File: config.mk
export PLATFORM = sky130hd
export DESIGN_NAME = wb_loopback_fifo
export DESIGN_NICKNAME = d
export VERILOG_FILES = /design/src/rtl/wb_loopback_fifo.sv
export SDC_FILE = /design/constraint.sdc
export NUM_CORES = 1
export LEC_CHECK = 0
export CORE_MARGIN = 2
export CORE_UTILIZATION = 64
export DETAILED_ROUTE_END_ITERATION = 12
export PLACE_DENSITY = 0.84
export SLEW_MARGIN = 20
export SYNTH_ARGS = -nofsm -noshare
export SYNTH_HDL_FRONTEND = slang
export SYNTH_SLANG_ARGS = --single-unit
File: constraint.sdc
create_clock -name clk -period 3 [get_ports clk]
set_input_delay 0.3 -clock clk [delete_from_list [all_inputs] [get_ports clk]]
set_output_delay 0.3 -clock clk [all_outputs]
set_load 0.01 [all_outputs]
File: src/rtl/wb_loopback_fifo.sv
`default_nettype none
// ============================================================================
// Module   : wb_loopback_fifo
// Brief    : Wishbone slave with a 32-bit loopback FIFO, status/threshold
//            registers and a level interrupt. Optional macro
//            LOOPBACK_FIFO_PEEK_EN maps a non-popping head read at address 4.
// Revision : 1.0 - initial release
// ============================================================================
module wb_loopback_fifo #(
    parameter int DEPTH_LOG2 = 4
) (
    input  logic        clk,
    input  logic        rst,
    input  logic        i_wbs_we,
    input  logic [3:0]  i_wbs_sel,
    input  logic        i_wbs_cyc,
    input  logic        i_wbs_stb,
    input  logic [31:0] i_wbs_adr,
    input  logic [31:0] i_wbs_dat,
    output logic [31:0] o_wbs_dat,
    output logic        o_wbs_ack,
    output logic        o_wbs_int
);

    localparam int                  c_DEPTH      = 1 << DEPTH_LOG2;
    localparam logic [DEPTH_LOG2:0] c_FULL_COUNT = {1'b1, {DEPTH_LOG2{1'b0}}};
    localparam logic [2:0] c_ADR_CONTROL = 3'd0;
    localparam logic [2:0] c_ADR_STATUS  = 3'd1;
    localparam logic [2:0] c_ADR_DATA    = 3'd2;
    localparam logic [2:0] c_ADR_THRESH  = 3'd3;
`ifdef LOOPBACK_FIFO_PEEK_EN
    localparam logic [2:0] c_ADR_PEEK    = 3'd4;
`endif

    logic [1:0]            r_rst_sync;
    logic                  w_rst_n;
    logic [31:0]           r_mem [c_DEPTH];
    logic [DEPTH_LOG2-1:0] r_wr_ptr;
    logic [DEPTH_LOG2-1:0] r_rd_ptr;
    logic [DEPTH_LOG2:0]   r_count;
    logic [DEPTH_LOG2:0]   r_thresh;
    logic                  r_int_en;
    logic                  r_ovf;
    logic                  r_udf;
    logic                  r_ack;
    logic                  r_armed;
    logic [31:0]           r_dat;
    logic                  r_int;
    logic [2:0]            w_adr;
    logic                  w_start;
    logic                  w_empty;
    logic                  w_full;
    logic                  w_push;
    logic                  w_pop;
    logic [31:0]           w_head;
    logic [31:0]           w_rd_data;
    logic                  w_unused_bits;

    // Reset asserts immediately but is released only after two clean clock edges
    always_ff @(posedge clk or negedge rst) begin
        if (!rst) begin
            r_rst_sync <= 2'b00;
        end else begin
            r_rst_sync <= {r_rst_sync[0], 1'b1};
        end
    end
    assign w_rst_n = r_rst_sync[1];

    assign w_adr         = i_wbs_adr[2:0];
    assign w_unused_bits = ^{i_wbs_sel, i_wbs_adr[31:3]};
    // r_armed blocks a strobe that was already high across a reset
    assign w_start       = i_wbs_cyc & i_wbs_stb & ~r_ack & r_armed;
    assign w_empty       = (r_count == '0);
    assign w_full        = (r_count == c_FULL_COUNT);
    assign w_push        = w_start & i_wbs_we & (w_adr == c_ADR_DATA);
    assign w_pop         = w_start & ~i_wbs_we & (w_adr == c_ADR_DATA);
    assign w_head        = r_mem[r_rd_ptr];

    always_comb begin
        w_rd_data = '0;
        case (w_adr)
            c_ADR_CONTROL: w_rd_data[0] = r_int_en;
            c_ADR_STATUS: begin
                w_rd_data[DEPTH_LOG2:0] = r_count;
                w_rd_data[16]           = w_empty;
                w_rd_data[17]           = w_full;
                w_rd_data[18]           = r_ovf;
                w_rd_data[19]           = r_udf;
            end
            c_ADR_DATA: begin
                if (!w_empty) w_rd_data = w_head;
            end
            c_ADR_THRESH: w_rd_data[DEPTH_LOG2:0] = r_thresh;
`ifdef LOOPBACK_FIFO_PEEK_EN
            c_ADR_PEEK: begin
                if (!w_empty) w_rd_data = w_head;
            end
`endif
            default: w_rd_data = '0;
        endcase
    end

    always_ff @(posedge clk) begin
        if (w_push && !w_full) begin
            r_mem[r_wr_ptr] <= i_wbs_dat;
        end
    end

    always_ff @(posedge clk or negedge w_rst_n) begin
        if (!w_rst_n) begin
            r_wr_ptr <= '0;
            r_rd_ptr <= '0;
            r_count  <= '0;
            r_thresh <= {{DEPTH_LOG2{1'b0}}, 1'b1};
            r_int_en <= 1'b0;
            r_ovf    <= 1'b0;
            r_udf    <= 1'b0;
            r_ack    <= 1'b0;
            r_armed  <= 1'b0;
            r_dat    <= '0;
            r_int    <= 1'b0;
        end else begin
            if (!i_wbs_stb) begin
                r_armed <= 1'b1;
            end

            if (w_start) begin
                r_armed <= 1'b0;
                r_ack   <= 1'b1;
                r_dat   <= i_wbs_we ? 32'h0 : w_rd_data;
            end else if (!i_wbs_stb) begin
                r_ack   <= 1'b0;
            end

            if (w_start && i_wbs_we) begin
                case (w_adr)
                    c_ADR_CONTROL: begin
                        r_int_en <= i_wbs_dat[0];
                        if (i_wbs_dat[1]) begin
                            r_wr_ptr <= '0;
                            r_rd_ptr <= '0;
                            r_count  <= '0;
                        end
                        if (i_wbs_dat[2]) begin
                            r_ovf <= 1'b0;
                            r_udf <= 1'b0;
                        end
                    end
                    c_ADR_THRESH: r_thresh <= i_wbs_dat[DEPTH_LOG2:0];
                    c_ADR_DATA: begin
                        if (w_full) begin
                            r_ovf <= 1'b1;
                        end else begin
                            r_wr_ptr <= r_wr_ptr + 1'b1;
                            r_count  <= r_count + 1'b1;
                        end
                    end
                    default: ;
                endcase
            end

            if (w_pop) begin
                if (w_empty) begin
                    r_udf <= 1'b1;
                end else begin
                    r_rd_ptr <= r_rd_ptr + 1'b1;
                    r_count  <= r_count - 1'b1;
                end
            end

            r_int <= r_int_en && ((r_count >= r_thresh) || r_ovf);
        end
    end

    assign o_wbs_ack = r_ack;
    assign o_wbs_dat = r_dat;
    assign o_wbs_int = r_int;

endmodule
`default_nettype wire
==> flow_summary.yaml <==
run_status:
  status: "finished, final reports clean"
clock_network:
  insertion_delay_ns: 0.58
  htreeDepth: 2
  clock_sinks: 570
  cts_hold_buf: 1
  cts_tree: "done"
  cts_buffers: 54
  cts-root-buf: "clkbuf_16"
  clkTransAtPathRegs_ns: 0.06
  ctsLongestPathBuffers: 3
  postCtsSetupBuffers: 0
  cts-resized-gates: 0
floorplan:
  dieWidth_um: 190
  rows: 68
  die_y_um: 190
  die_area_um2: 36100
  ios: 107
  start_util: 0.647
  fp.coreArea_um2: 34300
setup_path:
  crit_fanout: 12
  cp-start-kind: "flip-flop"
  arrival_ns: 3.02
  reg2reg_slack_ns: 0.24
  crit_slowest_cell: "nor3b_1"
  critPathCaptureType: "flip-flop"
  path_class: "reg2reg"
  required_ns: 3.26
  crit_chain: "inv_1 > ha_1 > nor4bb_1 > nor2_1 > nand3_1 > nor3b_1 > and2_2 > buf_4"
  slowest_delay_ns: 0.46
synth:
  synth_area_leader_cell: "edfxtp_1"
  syn_inst: 1048
  synth_ff_type: "edfxtp_1"
  syn_area_um2: 22200
  yosysSeqAreaShare: 0.759
  synth_edf_count: 512
  synth_fp_nets: 1133
  yosysTopAreaCellShare: 0.694
  syn_area_per_cell_um2: 21.2
  synthTopCellsByArea: "edfxtp_1 69%, mux4_2 13%, dfrtp_1 6.4%"
  async_flop_share: 0.102
  synthDistinctLibCells: 56
  ys.warnings.count: 0
  synth-seq-cells: 570
sta:
  fmax_ghz: 0.362
  rsz0062_at_grt: "no"
  final_hold_viol_count: 0
  worst_pin_slew_ns: 0.943
  fin_crit_ns: 2.76
  maxSlewViolCount: 0
  relSlewSlack: 0.372
  setup_tns_ns: 0
  skew_ns: 0.0164
  hold_slack_ns: 0.308
  fin_crit_sh: 0.921
  finalSetupViolations: 0
layout:
  layout-drive-gt1-share: 0.249
  fillers: 1724
  layout_common_cells: "512 x edfxtp_1, 127 x mux4_2, 73 x clkdlybuf4s50_1"
  area_growth_syn_to_layout_pct: 16.1
  nNetsFinal: 1263
  final_area_um2: 25700
  stdcell_count: 1679
  final_common_cell: "edfxtp_1"
placement:
  post_dp_cell_area_um2: 24000
  portBuffers: 73
  gp_congestion: 0.877
  dp_cells: 1576
  dp_hpwl_um: 27300
route:
  first_pass_iters: 5
  drtAntennaViolNets: 0
  viasPerCell: 6.87
  drc: 0
  wl_um: 52000
  drtIter0Drc: 1443
  vias: 11527
  post_drt_wl_per_cell_um: 31.0
pwr:
  p_leak_nw: 8.19
  ir_drop_v: 0.000655
  p_per_area_nw_per_um2: 656
global_route:
  grt_start_max_net_pins: 57
  grt_pass1_wl_um: 77300
  grt_antenna_before_repair: 0
  grt_pass1_vias: 12197
  grt_use_total: 0.298
  gr-total-overflow: 0
flow_run:
  drv_cap: 0
min_path:
  hold_path_class: "in2reg"
[cells in the mapped netlist, types with 9 or more instances]
cell type,instances
ha_1,12
nand2_1,47
mux2_2,12
buf_2,16
mux4_2,127
inv_1,14
and2_1,9
clkbuf_1,28
edfxtp_1,512
o21ai_0,10
o221ai_1,24
nand3_1,12
nor2_1,12
mux2i_1,66
dfrtp_1,57
[worst max-delay path, delay by kind of cell (launching register included)]
family,cells,cell delay [ns]
simple gates,5,1.33
flops,1,0.42
buf+inv,2,0.40
fa+ha+maj,1,0.29
[logic make-up (layout without fill, tap and decap cells)]
family | Yosys count | in the layout | share of synthesized area
other cells | 1 | 2 | 0.000169
simple gates | 114 | 114 | 0.0271
compound gates | 72 | 72 | 0.0253
mux | 205 | 205 | 0.165
xor+xnor | 3 | 3 | 0.00119
buf+inv | 71 | 246 | 0.0155
flops | 570 | 570 | 0.759
fa+ha+maj | 12 | 12 | 0.00677
[routing by layer]
| layer | up-vias | global-route usage | wire length [um] |
|---|---|---|---|
| met5 | - | 0 | 0 |
| met4 | 0 | 0.132 | 1970 |
| met3 | 138 | 0.0675 | 5330 |
| met2 | 792 | 0.480 | 25900 |
| met1 | 5991 | 0.398 | 18800 |
| li1 | 4606 | - | - |
[final timing paths]
path                                               from                      end  cells past startpoint
min in group asynchronous                           rst  r_rst_sync[1]$_DFF_PN0_                      2
worst min-delay path                          i_wbs_stb      r_armed$_DFFE_PN0P_                      2
worst min register to register  r_rst_sync[0]$_DFF_PN0_  r_rst_sync[1]$_DFF_PN0_                      0
max in group asynchronous       r_rst_sync[1]$_DFF_PN0_    r_rd_ptr[3]$_DFF_PN0_                      1
worst max register to register     r_count[0]$_DFF_PN0_   r_mem[6][27]$_DFFE_PP_                      8
worst max-delay path               r_count[0]$_DFF_PN0_   r_mem[6][27]$_DFFE_PP_                      8
[cell type report]
cell class,instances,area [um^2],share of cell area
Inverter,14,52.6,0.00204
Timing Repair Buffer,131,1430,0.0556
Sequential cell,570,16800,0.654
Multi-Input combinational cell,407,5100,0.198
Antenna cell,1,2.50,0.0000972
Tap cell,455,569,0.0221
Clock inverter,25,299,0.0116
Clock buffer,76,1440,0.0561
[sequential cells by signal (all words and copies together) (netlist names)]
signal / cells
r_thresh: 5
o_wbs_int: 1
r_count: 5
o_wbs_ack: 1
r_rd_ptr: 4
r_ovf: 1
o_wbs_dat: 32
r_mem: 512
r_armed: 1
r_wr_ptr: 4
r_int_en: 1
r_udf: 1
r_rst_sync: 2
[per-stage QoR]
stage	power [mW]	util	setup slack [ns]
floorplan	9.84	-	-0.596
global placement	10.3	0.699	0.253
detailed placement	10.3	0.699	0.174
CTS	17.0	0.751	0.327
global route	17.3	0.751	0.0661
finish	16.9	0.751	0.237
[power breakdown]
group	total, mW	switching (mW)	internal, mW	leakage [nW]
Sequential	8.86	0.136	8.73	5.37
Clock	6.72	2.90	3.83	0.827
Combinational	1.30	0.648	0.652	1.99
(Power assumes the default switching activity.)
